File: config.mk
export PLATFORM = sky130hd
export DESIGN_NAME = mc_ctrl
export DESIGN_NICKNAME = d
export VERILOG_FILES = /design/src/rtl/mips_pkg.sv /design/src/rtl/mc_decode.sv /design/src/rtl/mc_ctrl.sv
export SDC_FILE = /design/constraint.sdc
export NUM_CORES = 1
export LEC_CHECK = 0
export CAP_MARGIN = 20
export CORE_MARGIN = 2
export CORE_UTILIZATION = 35
export CTS_BUF_LIST = sky130_fd_sc_hd__clkbuf_4
export DETAILED_ROUTE_END_ITERATION = 6
export GPL_TIMING_DRIVEN = 0
export MAX_ROUTING_LAYER = met4
export PLACE_DENSITY = 0.77
export SYNTH_ARGS = -nofsm -noshare
export SYNTH_HDL_FRONTEND = slang
export SYNTH_SLANG_ARGS = --single-unit
File: constraint.sdc
create_clock -name clk -period 3.92 [get_ports clk]
set_input_delay 1.176 -clock clk [delete_from_list [all_inputs] [get_ports clk]]
set_output_delay 1.176 -clock clk [all_outputs]
set_load 0.02 [all_outputs]
File: src/rtl/mips_pkg.sv
// Shared encodings for the MIPS-lite multi-cycle controller, npc and datapath muxes.
package mips_pkg;

  localparam logic [5:0] OP_R   = 6'b000000;
  localparam logic [5:0] OP_ORI = 6'b001101;
  localparam logic [5:0] OP_LUI = 6'b001111;
  localparam logic [5:0] OP_LW  = 6'b100011;
  localparam logic [5:0] OP_SW  = 6'b101011;
  localparam logic [5:0] OP_BEQ = 6'b000100;
  localparam logic [5:0] OP_J   = 6'b000010;
  localparam logic [5:0] OP_JAL = 6'b000011;

  localparam logic [5:0] FN_ADDU = 6'b100001;
  localparam logic [5:0] FN_SUBU = 6'b100011;
  localparam logic [5:0] FN_JR   = 6'b001000;

  typedef enum logic [2:0] {
    S_FETCH = 3'd0,
    S_DEC   = 3'd1,
    S_EXE   = 3'd2,
    S_MEM   = 3'd3,
    S_WB    = 3'd4
  } state_t;

  typedef enum logic [3:0] {
    C_R_ALU, C_ORI, C_LUI, C_LW, C_SW, C_BEQ, C_J, C_JAL, C_JR, C_ILL
  } iclass_t;

  localparam logic [1:0] PCSRC_PC4 = 2'b00;
  localparam logic [1:0] PCSRC_BEQ = 2'b01;
  localparam logic [1:0] PCSRC_J   = 2'b10;
  localparam logic [1:0] PCSRC_JR  = 2'b11;

  localparam logic [1:0] REGDST_RT  = 2'b00;
  localparam logic [1:0] REGDST_RD  = 2'b01;
  localparam logic [1:0] REGDST_R31 = 2'b10;

  localparam logic [1:0] MTR_ALU = 2'b00;
  localparam logic [1:0] MTR_MEM = 2'b01;
  localparam logic [1:0] MTR_PC4 = 2'b10;

  localparam logic [1:0] ALU_ADD   = 2'b00;
  localparam logic [1:0] ALU_SUB   = 2'b01;
  localparam logic [1:0] ALU_OR    = 2'b10;
  localparam logic [1:0] ALU_PASSB = 2'b11;

  localparam logic [1:0] EXT_ZERO  = 2'b00;
  localparam logic [1:0] EXT_SIGN  = 2'b01;
  localparam logic [1:0] EXT_UPPER = 2'b10;

endpackage

File: src/rtl/mc_decode.sv
// Combinational instruction classifier: op/funct to the class the controller FSM sequences on.
module mc_decode
  import mips_pkg::*;
(
  input  logic [5:0] i_op,
  input  logic [5:0] i_funct,
  output iclass_t    o_cls
);

  always_comb begin
    o_cls = C_ILL;
    case (i_op)
      OP_R: begin
        if (i_funct == FN_ADDU || i_funct == FN_SUBU) o_cls = C_R_ALU;
        else if (i_funct == FN_JR)                    o_cls = C_JR;
      end
      OP_ORI:  o_cls = C_ORI;
      OP_LUI:  o_cls = C_LUI;
      OP_LW:   o_cls = C_LW;
      OP_SW:   o_cls = C_SW;
      OP_BEQ:  o_cls = C_BEQ;
      OP_J:    o_cls = C_J;
      OP_JAL:  o_cls = C_JAL;
      default: o_cls = C_ILL;
    endcase
  end

endmodule

File: src/rtl/mc_ctrl.sv
// Multi-cycle main controller: sequences fetch/decode/execute/memory/writeback, one PC write per instruction.
// state   | meaning
// S_FETCH | wait for imem_rdy, load IR
// S_DEC   | resolve j/jal/jr/illegal, else go execute
// S_EXE   | drive ALU selects; beq completes here
// S_MEM   | data access for lw/sw, wait for dmem_rdy
// S_WB    | register write and PC update
module mc_ctrl
  import mips_pkg::*;
(
  input  logic       clk,
  input  logic       rst_n,
  input  logic [5:0] op,
  input  logic [5:0] funct,
  input  logic       imem_rdy,
  input  logic       dmem_rdy,
  output logic       IRWr,
  output logic       PCWr,
  output logic [1:0] PCsrc,
  output logic       RegWr,
  output logic [1:0] RegDst,
  output logic [1:0] MemtoReg,
  output logic       ALUSrc,
  output logic [1:0] ALUOp,
  output logic [1:0] ExtOp,
  output logic       MemWr,
  output logic       mem_req,
  output logic       instr_done,
  output logic       illegal
);

  state_t  r_state;
  state_t  w_next;
  iclass_t w_cls;
  logic       w_alusrc;
  logic [1:0] w_aluop;
  logic [1:0] w_extop;

  mc_decode u_decode (
    .i_op    (op),
    .i_funct (funct),
    .o_cls   (w_cls)
  );

  always_ff @(posedge clk or negedge rst_n) begin
    if (!rst_n) r_state <= S_FETCH;
    else        r_state <= w_next;
  end

  // ALU selects depend only on the instruction, so they stay stable from S_EXE through S_WB.
  always_comb begin
    w_alusrc = 1'b0;
    w_aluop  = ALU_ADD;
    w_extop  = EXT_ZERO;
    case (w_cls)
      C_R_ALU: w_aluop = (funct == FN_SUBU) ? ALU_SUB : ALU_ADD;
      C_ORI:   begin w_alusrc = 1'b1; w_aluop = ALU_OR;    w_extop = EXT_ZERO;  end
      C_LUI:   begin w_alusrc = 1'b1; w_aluop = ALU_PASSB; w_extop = EXT_UPPER; end
      C_LW,
      C_SW:    begin w_alusrc = 1'b1; w_aluop = ALU_ADD;   w_extop = EXT_SIGN;  end
      C_BEQ:   w_aluop = ALU_SUB;
      default: w_alusrc = 1'b0;
    endcase
  end

  always_comb begin
    w_next   = r_state;
    IRWr     = 1'b0;
    PCWr     = 1'b0;
    PCsrc    = PCSRC_PC4;
    RegWr    = 1'b0;
    RegDst   = REGDST_RT;
    MemtoReg = MTR_ALU;
    ALUSrc   = 1'b0;
    ALUOp    = ALU_ADD;
    ExtOp    = EXT_ZERO;
    MemWr    = 1'b0;
    mem_req  = 1'b0;
    illegal  = 1'b0;
    // Outputs are gated by rst_n so a reset mid-access drops every strobe immediately.
    if (rst_n) begin
      if (r_state == S_EXE || r_state == S_MEM || r_state == S_WB) begin
        ALUSrc = w_alusrc;
        ALUOp  = w_aluop;
        ExtOp  = w_extop;
      end
      case (r_state)
        S_FETCH: begin
          if (imem_rdy) begin
            IRWr   = 1'b1;
            w_next = S_DEC;
          end
        end
        S_DEC: begin
          w_next = S_FETCH;
          case (w_cls)
            C_J:   begin PCWr = 1'b1; PCsrc = PCSRC_J; end
            C_JAL: begin
              PCWr = 1'b1; PCsrc = PCSRC_J;
              RegWr = 1'b1; RegDst = REGDST_R31; MemtoReg = MTR_PC4;
            end
            C_JR:    begin PCWr = 1'b1; PCsrc = PCSRC_JR; end
            C_ILL:   begin PCWr = 1'b1; illegal = 1'b1; end
            default: w_next = S_EXE;
          endcase
        end
        S_EXE: begin
          case (w_cls)
            C_BEQ:       begin PCWr = 1'b1; PCsrc = PCSRC_BEQ; w_next = S_FETCH; end
            C_LW, C_SW:  w_next = S_MEM;
            default:     w_next = S_WB;
          endcase
        end
        S_MEM: begin
          mem_req = 1'b1;
          MemWr   = (w_cls == C_SW);
          if (dmem_rdy) begin
            if (w_cls == C_SW) begin
              PCWr   = 1'b1;
              w_next = S_FETCH;
            end else begin
              w_next = S_WB;
            end
          end
        end
        S_WB: begin
          RegWr    = 1'b1;
          PCWr     = 1'b1;
          RegDst   = (w_cls == C_R_ALU) ? REGDST_RD : REGDST_RT;
          MemtoReg = (w_cls == C_LW) ? MTR_MEM : MTR_ALU;
          w_next   = S_FETCH;
        end
        default: w_next = S_FETCH;
      endcase
    end
  end

  assign instr_done = PCWr;

endmodule

==> flow_metrics.env, run 1 <==
export IMPL_period_minus_slack_ns=3.97
export IMPL_wl_per_cell_um=14.9
export IMPL_antenna_found_initial=0
export IMPL_crit_family="compound AO/OA/AOI/OAI gates"
export IMPL_status="complete, but fails checks"
export IMPL_startpoint_type="input pin"
export IMPL_synthTopCellsByArea="dfrtp_1 (10%), nand2_1 (8.9%), nand3b_1 (5.2%)"
export IMPL_avgSynthCellArea_um2=6.93
export IMPL_numCtsBuffers=3
export IMPL_relSlewSlack=0.738
export IMPL_async_flop_share=1.00
export IMPL_rows=16
export IMPL_tightest_slew_ns=0.393
export IMPL_layout_setup_ws_ns=-0.0455
export IMPL_wl_um=2590
export IMPL_period_share=1.01
export IMPL_crit_buf_inv=3
export IMPL_leakage_nw=0.553
export IMPL_use_met3=0.0337
export IMPL_syn2layout_area_growth_pct=80.0
export IMPL_grt_max_degree=13
export IMPL_maxCapViolCount=0
export IMPL_synth_area_leader_cell="dfrtp_1"
export IMPL_critical_path_peak_fanout=4
export IMPL_crit_top_cell="buf_6"
export IMPL_synth_area_um2=721
export IMPL_yosysWarnings=0
export IMPL_crit_path_cell_trace="buf_6 > or4_4 > a211oi_4 > buf_4 > nand2b_4 > a311oi_4 > a31o_1 > buf_6"
export IMPL_drc=0
export IMPL_synth_seq_cells=3
export IMPL_cts_root_buf="clkbuf_4"
export IMPL_die_w_um=49.4
export IMPL_fin_setup_tns_ns=-0.166
export IMPL_ir_drop_v=0.0000872
export IMPL_stdcell_area_um2=1300
export IMPL_synthesis_nets=120
export IMPL_critPathCaptureType="output pin"
export IMPL_n_antenna_cell=0
export IMPL_hpwl_um=1760
export IMPL_netlist_area_leader_share=0.104
export IMPL_ant_nets=0
export IMPL_seq_area_frac_synth=0.104
export IMPL_drt_initial_drc_count=33
export IMPL_insertion_delay_ns=0.23
export IMPL_rsz0062_at_grt="yes"
export IMPL_cts_clk_slew_worst_paths_ns=0.03
export IMPL_fin_worst_skew_ns=0.00475
export IMPL_initial_utilization=0.371
export IMPL_io_pins=34
export IMPL_drive_gt1_frac=0.422
export IMPL_portBuffers=30
export IMPL_cts_sinks=3
export IMPL_critPathKind="in2out"
export IMPL_slew_viol_final=0
export IMPL_track_usage=0.213
export IMPL_viasPerCell=5.72
export IMPL_largest_register="r_state"
export IMPL_fillerInstances=183
export IMPL_hold_viol=0
export IMPL_cp_required_ns=2.74
export IMPL_syn_inst=104
export IMPL_hold_slack_ns=0.748
export IMPL_ys_types=45
export IMPL_die_area_um2=2440
export IMPL_reg_largest_list="r_state x3"
export IMPL_grt_busiest_layer="met2"
export IMPL_die_h_um=49.4
export IMPL_slowest_delay_ns=0.54
export IMPL_grt_pass1_vias=940
export IMPL_place_congestion=0.882
export IMPL_cts_buffer_depth=2
export IMPL_largest_reg_flops=3
export IMPL_cts_tree="built"
export IMPL_violations="negative setup slack"
export IMPL_post_route_util=0.668
export IMPL_p_per_area_nw_per_um2=163
export IMPL_setup_viol=5
export IMPL_synth_edf_count=0
export IMPL_grt_util_met2=0.430
export IMPL_fmax_ghz=0.252
export IMPL_place_ws_ns=-1.05
export IMPL_coreArea_um2=1940
export IMPL_drt_first_pass_iters=4
export IMPL_met1_usage=0.202
export IMPL_overflow=0
export IMPL_vias=996
export IMPL_final_nets=164
export IMPL_grt_pass1_wl_um=3970
export IMPL_placed_cell_area_um2=1080
export IMPL_crit_slowest_cell="or4_4"
export IMPL_arrival_ns=2.79
export IMPL_htree_levels=1
export IMPL_worst_hold_path_type="reg2reg"
export IMPL_ys_flop_type="dfrtp_1"
layout by cell type, fill, tap and decap left out, types with 2 or more instances in the layout:
| cell type | Yosys | final |
|---|---|---|
| nor2_1 | 9 | 8 |
| and3b_1 | 3 | 3 |
| nand2_1 | 17 | 17 |
| a211oi_4 | 1 | 2 |
| buf_4 | 2 | 11 |
| clkbuf_4 | 0 | 4 |
| dfrtp_1 | 3 | 3 |
| buf_6 | 2 | 14 |
| nand3_1 | 4 | 3 |
| nor3_2 | 0 | 3 |
| buf_2 | 3 | 2 |
| clkdlybuf4s50_1 | 0 | 7 |
| and3_1 | 5 | 5 |
| nand3b_1 | 5 | 5 |
| nor3_4 | 0 | 2 |
| a31oi_1 | 2 | 2 |
| a21oi_1 | 4 | 2 |
| a21oi_2 | 0 | 2 |
| clkbuf_2 | 0 | 6 |
| mux2i_1 | 3 | 3 |
| dlygate4sd2_1 | 0 | 3 |
| inv_1 | 2 | 2 |
| o21ai_1 | 1 | 2 |
| clkbuf_1 | 4 | 2 |
tightest hold or removal path: cells and delay by family (launching register included):
family          cells  cell delay [ns]
flops               1             0.45
buf+inv             1             0.14
compound gates      1             0.10
metrics by stage:
stage	total power, mW	cells
after floorplan	0.0951	104
after global placement	0.128	161
after detailed placement	0.130	161
after CTS	0.208	174
after global routing	0.225	174
final	0.211	174
power by group:
part / internal (mW) / leakage (nW) / total (mW) / switching (mW)
Combinational: 0.0537 / 0.494 / 0.115 / 0.0613
Clock: 0.0451 / 0.0184 / 0.0611 / 0.0160
Sequential: 0.0336 / 0.0404 / 0.0351 / 0.00144
final timing paths:
kind	start	endpoint	slack, ns	depth (start not counted)
min in group asynchronous	rst_n	r_state[1]	0.89	1
setup reg to reg	r_state[0]	r_state[1]	2.61	4
setup / recovery	op[5]	RegWr	-0.05	8
hold / removal	r_state[2]	r_state[2]	0.75	2
max in group asynchronous	rst_n	r_state[2]	2.83	1
hold reg to reg	r_state[2]	r_state[2]	0.75	2
timing repair:
item,in CTS,in global routing
buffers inserted,10,1
gates resized for setup,107,23
pin swaps,15,11
hold endpoints to repair,0,0
hold buffers,0,0
setup endpoints to repair,18,11
synth_stat cells (all sizes together), types with 2 or more instances:
cell type and count:
nand3b 5, mux2i 3, nand3 4, dfrtp 3, nand2 17, o21ai 3, clkbuf 4, a311oi 2
inv 2, a31oi 2, and3b 3, nor3 5, buf 7, nor2b 2, a211oi 3, and3 5
nand2b 2, a21oi 4, nor2 9, nor4b 2
metal layers:
| layer | vias up | part of all wire |
|---|---|---|
| li1 | 470 | - |
| met1 | 474 | 0.36 |
| met2 | 48 | 0.56 |
| met3 | 4 | 0.065 |
| met4 | 0 | 0.010 |
| met5 | - | 0 |
cell type report:
class / instances / area [µm²] / share of cell area
plain buffers: 9 / 93.8 / 0.0723
clock buffers: 4 / 30.0 / 0.0231
inverters: 2 / 7.51 / 0.00579
multi-input cells: 88 / 694 / 0.535
flip-flops and latches: 3 / 75.1 / 0.0579
well taps: 27 / 33.8 / 0.0260
repair buffers: 41 / 363 / 0.280
cell families after synthesis:
group           after synthesis  synth area share
simple gates                 61             0.477
compound gates               23             0.260
buf+inv                      13             0.104
mux                           3            0.0417
flops                         3             0.104
xor+xnor                      1            0.0122
Note: power is estimated with default switching activity, not from simulation.
==> inputs of run 2 (changes only) <==
--- a/config.mk
+++ b/config.mk
@@ -9,6 +9,7 @@
 export CORE_MARGIN = 2
 export CORE_UTILIZATION = 35
 export CTS_BUF_LIST = sky130_fd_sc_hd__clkbuf_4
+export CTS_CLUSTER_DIAMETER = 50
 export DETAILED_ROUTE_END_ITERATION = 6
 export GPL_TIMING_DRIVEN = 0
 export MAX_ROUTING_LAYER = met4
==> results of run 2 <==
Same layout as run 1: the final DEF is identical, and so are final timing and power.
==> inputs of run 3 (changes only) <==
--- a/config.mk
+++ b/config.mk
@@ -10,6 +10,7 @@
 export CORE_UTILIZATION = 35
 export CTS_BUF_LIST = sky130_fd_sc_hd__clkbuf_4
 export CTS_CLUSTER_DIAMETER = 50
+export CTS_CLUSTER_SIZE = 30
 export DETAILED_ROUTE_END_ITERATION = 6
 export GPL_TIMING_DRIVEN = 0
 export MAX_ROUTING_LAYER = met4
@@ -17,3 +18,4 @@
 export SYNTH_ARGS = -nofsm -noshare
 export SYNTH_HDL_FRONTEND = slang
 export SYNTH_SLANG_ARGS = --single-unit
+export TNS_END_PERCENT = 30
==> run 3 against run 2 <==
First-iteration DRC count is 33% lower. Clock-buffer cell count stayed put. Critical path depth is 1 higher. Via count is 1.3% lower. Die area stayed put. The flow still finishes with violations (negative setup slack). Largest power group unchanged. Worst hold slack better by 0.0057 ns. Largest cell class unchanged.
==> flow_metrics.env, run 3 (same netlist as run 1, synthesis figures left out) <==
export IMPL_status="complete, but fails checks"
export IMPL_violations="negative setup slack"
export IMPL_antenna_found_initial=0
export IMPL_n_antenna_cell=0
export IMPL_largest_reg_flops=3
export IMPL_rows=16
export IMPL_multiInputGateArea_um2=674
export IMPL_rr_startpoint="r_state[0]"
export IMPL_vias=983
export IMPL_overflow=0
export IMPL_viasPerCell=5.72
export IMPL_fillerInstances=192
export IMPL_cts_clk_slew_worst_paths_ns=0.03
export IMPL_critPathKind="in2out"
export IMPL_hold_viol=0
export IMPL_numCtsBuffers=3
export IMPL_io_pins=34
export IMPL_die_area_um2=2440
export IMPL_grt_max_degree=13
export IMPL_placed_cell_area_um2=1080
export IMPL_r2r_end="r_state[1]"
export IMPL_drt_initial_drc_count=22
export IMPL_drc=0
export IMPL_worst_hold_path_type="reg2reg"
export IMPL_hold_end="r_state[2]"
export IMPL_hold_slack_ns=0.753
export IMPL_p_total_mw=0.207
export IMPL_hpwl_um=1760
export IMPL_arrival_ns=2.82
export IMPL_grt_pass1_vias=955
export IMPL_period_share=1.02
export IMPL_period_minus_slack_ns=3.99
export IMPL_cts_hold_buf=0
export IMPL_reg_largest_list="r_state x3"
export IMPL_ir_drop_v=0.0000832
export IMPL_die_h_um=49.4
export IMPL_die_w_um=49.4
export IMPL_drt_first_pass_iters=4
export IMPL_reg2reg_slack_ns=2.61
export IMPL_layout_setup_ws_ns=-0.0736
export IMPL_rsz0062_at_grt="yes"
export IMPL_hp_start="r_state[2]"
export IMPL_initial_utilization=0.371
export IMPL_syn2layout_area_growth_pct=75.2
export IMPL_layout_commonest_cell="nand2_1"
export IMPL_fin_cells=172
export IMPL_track_usage=0.219
export IMPL_post_route_util=0.650
export IMPL_crit_start="op[1]"
export IMPL_slew_viol_final=0
export IMPL_startpoint_type="input pin"
export IMPL_htree_levels=1
export IMPL_wl_per_cell_um=14.8
export IMPL_reg2regPathDepth=4
export IMPL_coreArea_um2=1940
export IMPL_dp_cells=161
export IMPL_wl_um=2540
export IMPL_largest_register="r_state"
export IMPL_cts_root_buf="clkbuf_4"
export IMPL_insertion_delay_ns=0.23
export IMPL_tightest_slew_ns=0.395
export IMPL_cts_buffer_depth=2
export IMPL_critPathCaptureType="output pin"
export IMPL_fin_worst_skew_ns=0.00493
export IMPL_p_per_area_nw_per_um2=164
export IMPL_drive_gt1_frac=0.379
export IMPL_ant_nets=0
export IMPL_stdcell_area_um2=1260
export IMPL_cts_sinks=3
export IMPL_min_path_cells=2
export IMPL_place_congestion=0.882
export IMPL_final_nets=162
export IMPL_leakage_nw=0.546
export IMPL_maxCapViolCount=0
export IMPL_setup_viol=6
export IMPL_grt_pass1_wl_um=4050
export IMPL_cp_required_ns=2.74
export IMPL_critical_path_peak_fanout=9
export IMPL_relSlewSlack=0.737
export IMPL_portBuffers=30
export IMPL_cts_tree="built"
export IMPL_fmax_ghz=0.250
export IMPL_regArea_um2=75.1
export IMPL_layout_common_cells="nand2_1 (17), buf_6 (12), buf_4 (11)"
==> run 3: routing by layer <==
layer,wire length [µm],part of all wire,GRT usage,vias to the layer above
met5,0,0,-,-
met4,63,0.025,0.102,0
met3,144,0.057,0.0307,6
met2,1420,0.56,0.432,47
met1,913,0.36,0.204,464
li1,-,-,-,466
==> run 3: final cells by class <==
cell class                      count  share of cell area
Clock buffer                        4              0.0238
Sequential cell                     3              0.0595
Multi-Input combinational cell     88               0.534
Inverter                            2             0.00595
Timing Repair Buffer               39               0.276
Tap cell                           27              0.0268
Buffer                              9              0.0743
==> run 3: worst max path at each step <==
stage | to | cells past startpoint | slack [ns]
2_1_floorplan | RegWr | 6 | -0.06
3_3_place_gp | instr_done | 8 | -0.99
3_5_place_dp | instr_done | 8 | -1.05
4_1_cts | instr_done | 9 | -0.13
5_1_grt | instr_done | 9 | -0.13
6_report | ALUOp[0] | 9 | -0.07
==> run 3: critical path, cell delays in order <==
cell      delay, ns
buf_12         0.10
buf_4          0.16
a211o_1        0.26
a21o_1         0.19
a211oi_4       0.30
buf_4          0.16
nand4_1        0.12
a31oi_1        0.18
buf_2          0.18
==> run 3: what timing repair did <==
action | CTS | global route
endpoints found under the setup margin | 18 | 12
pin swaps | 14 | 10
resized for setup | 105 | 12
buffers inserted | 9 | 0
==> run 3: through the flow <==
step | TNS, ns | setup slack [ns]
after floorplan | -0.0914 | -0.0578
after global placement | -11.72 | -0.992
after detailed placement | -12.34 | -1.05
after CTS | -0.672 | -0.127
after global routing | -0.798 | -0.132
final | -0.241 | -0.0736
==> run 3: power by group <==
| part | leakage [nW] | internal (mW) | switching, mW |
|---|---|---|---|
| combinational | 0.487 | 0.0516 | 0.0590 |
| sequential | 0.0404 | 0.0336 | 0.00146 |
| clock | 0.0184 | 0.0450 | 0.0159 |
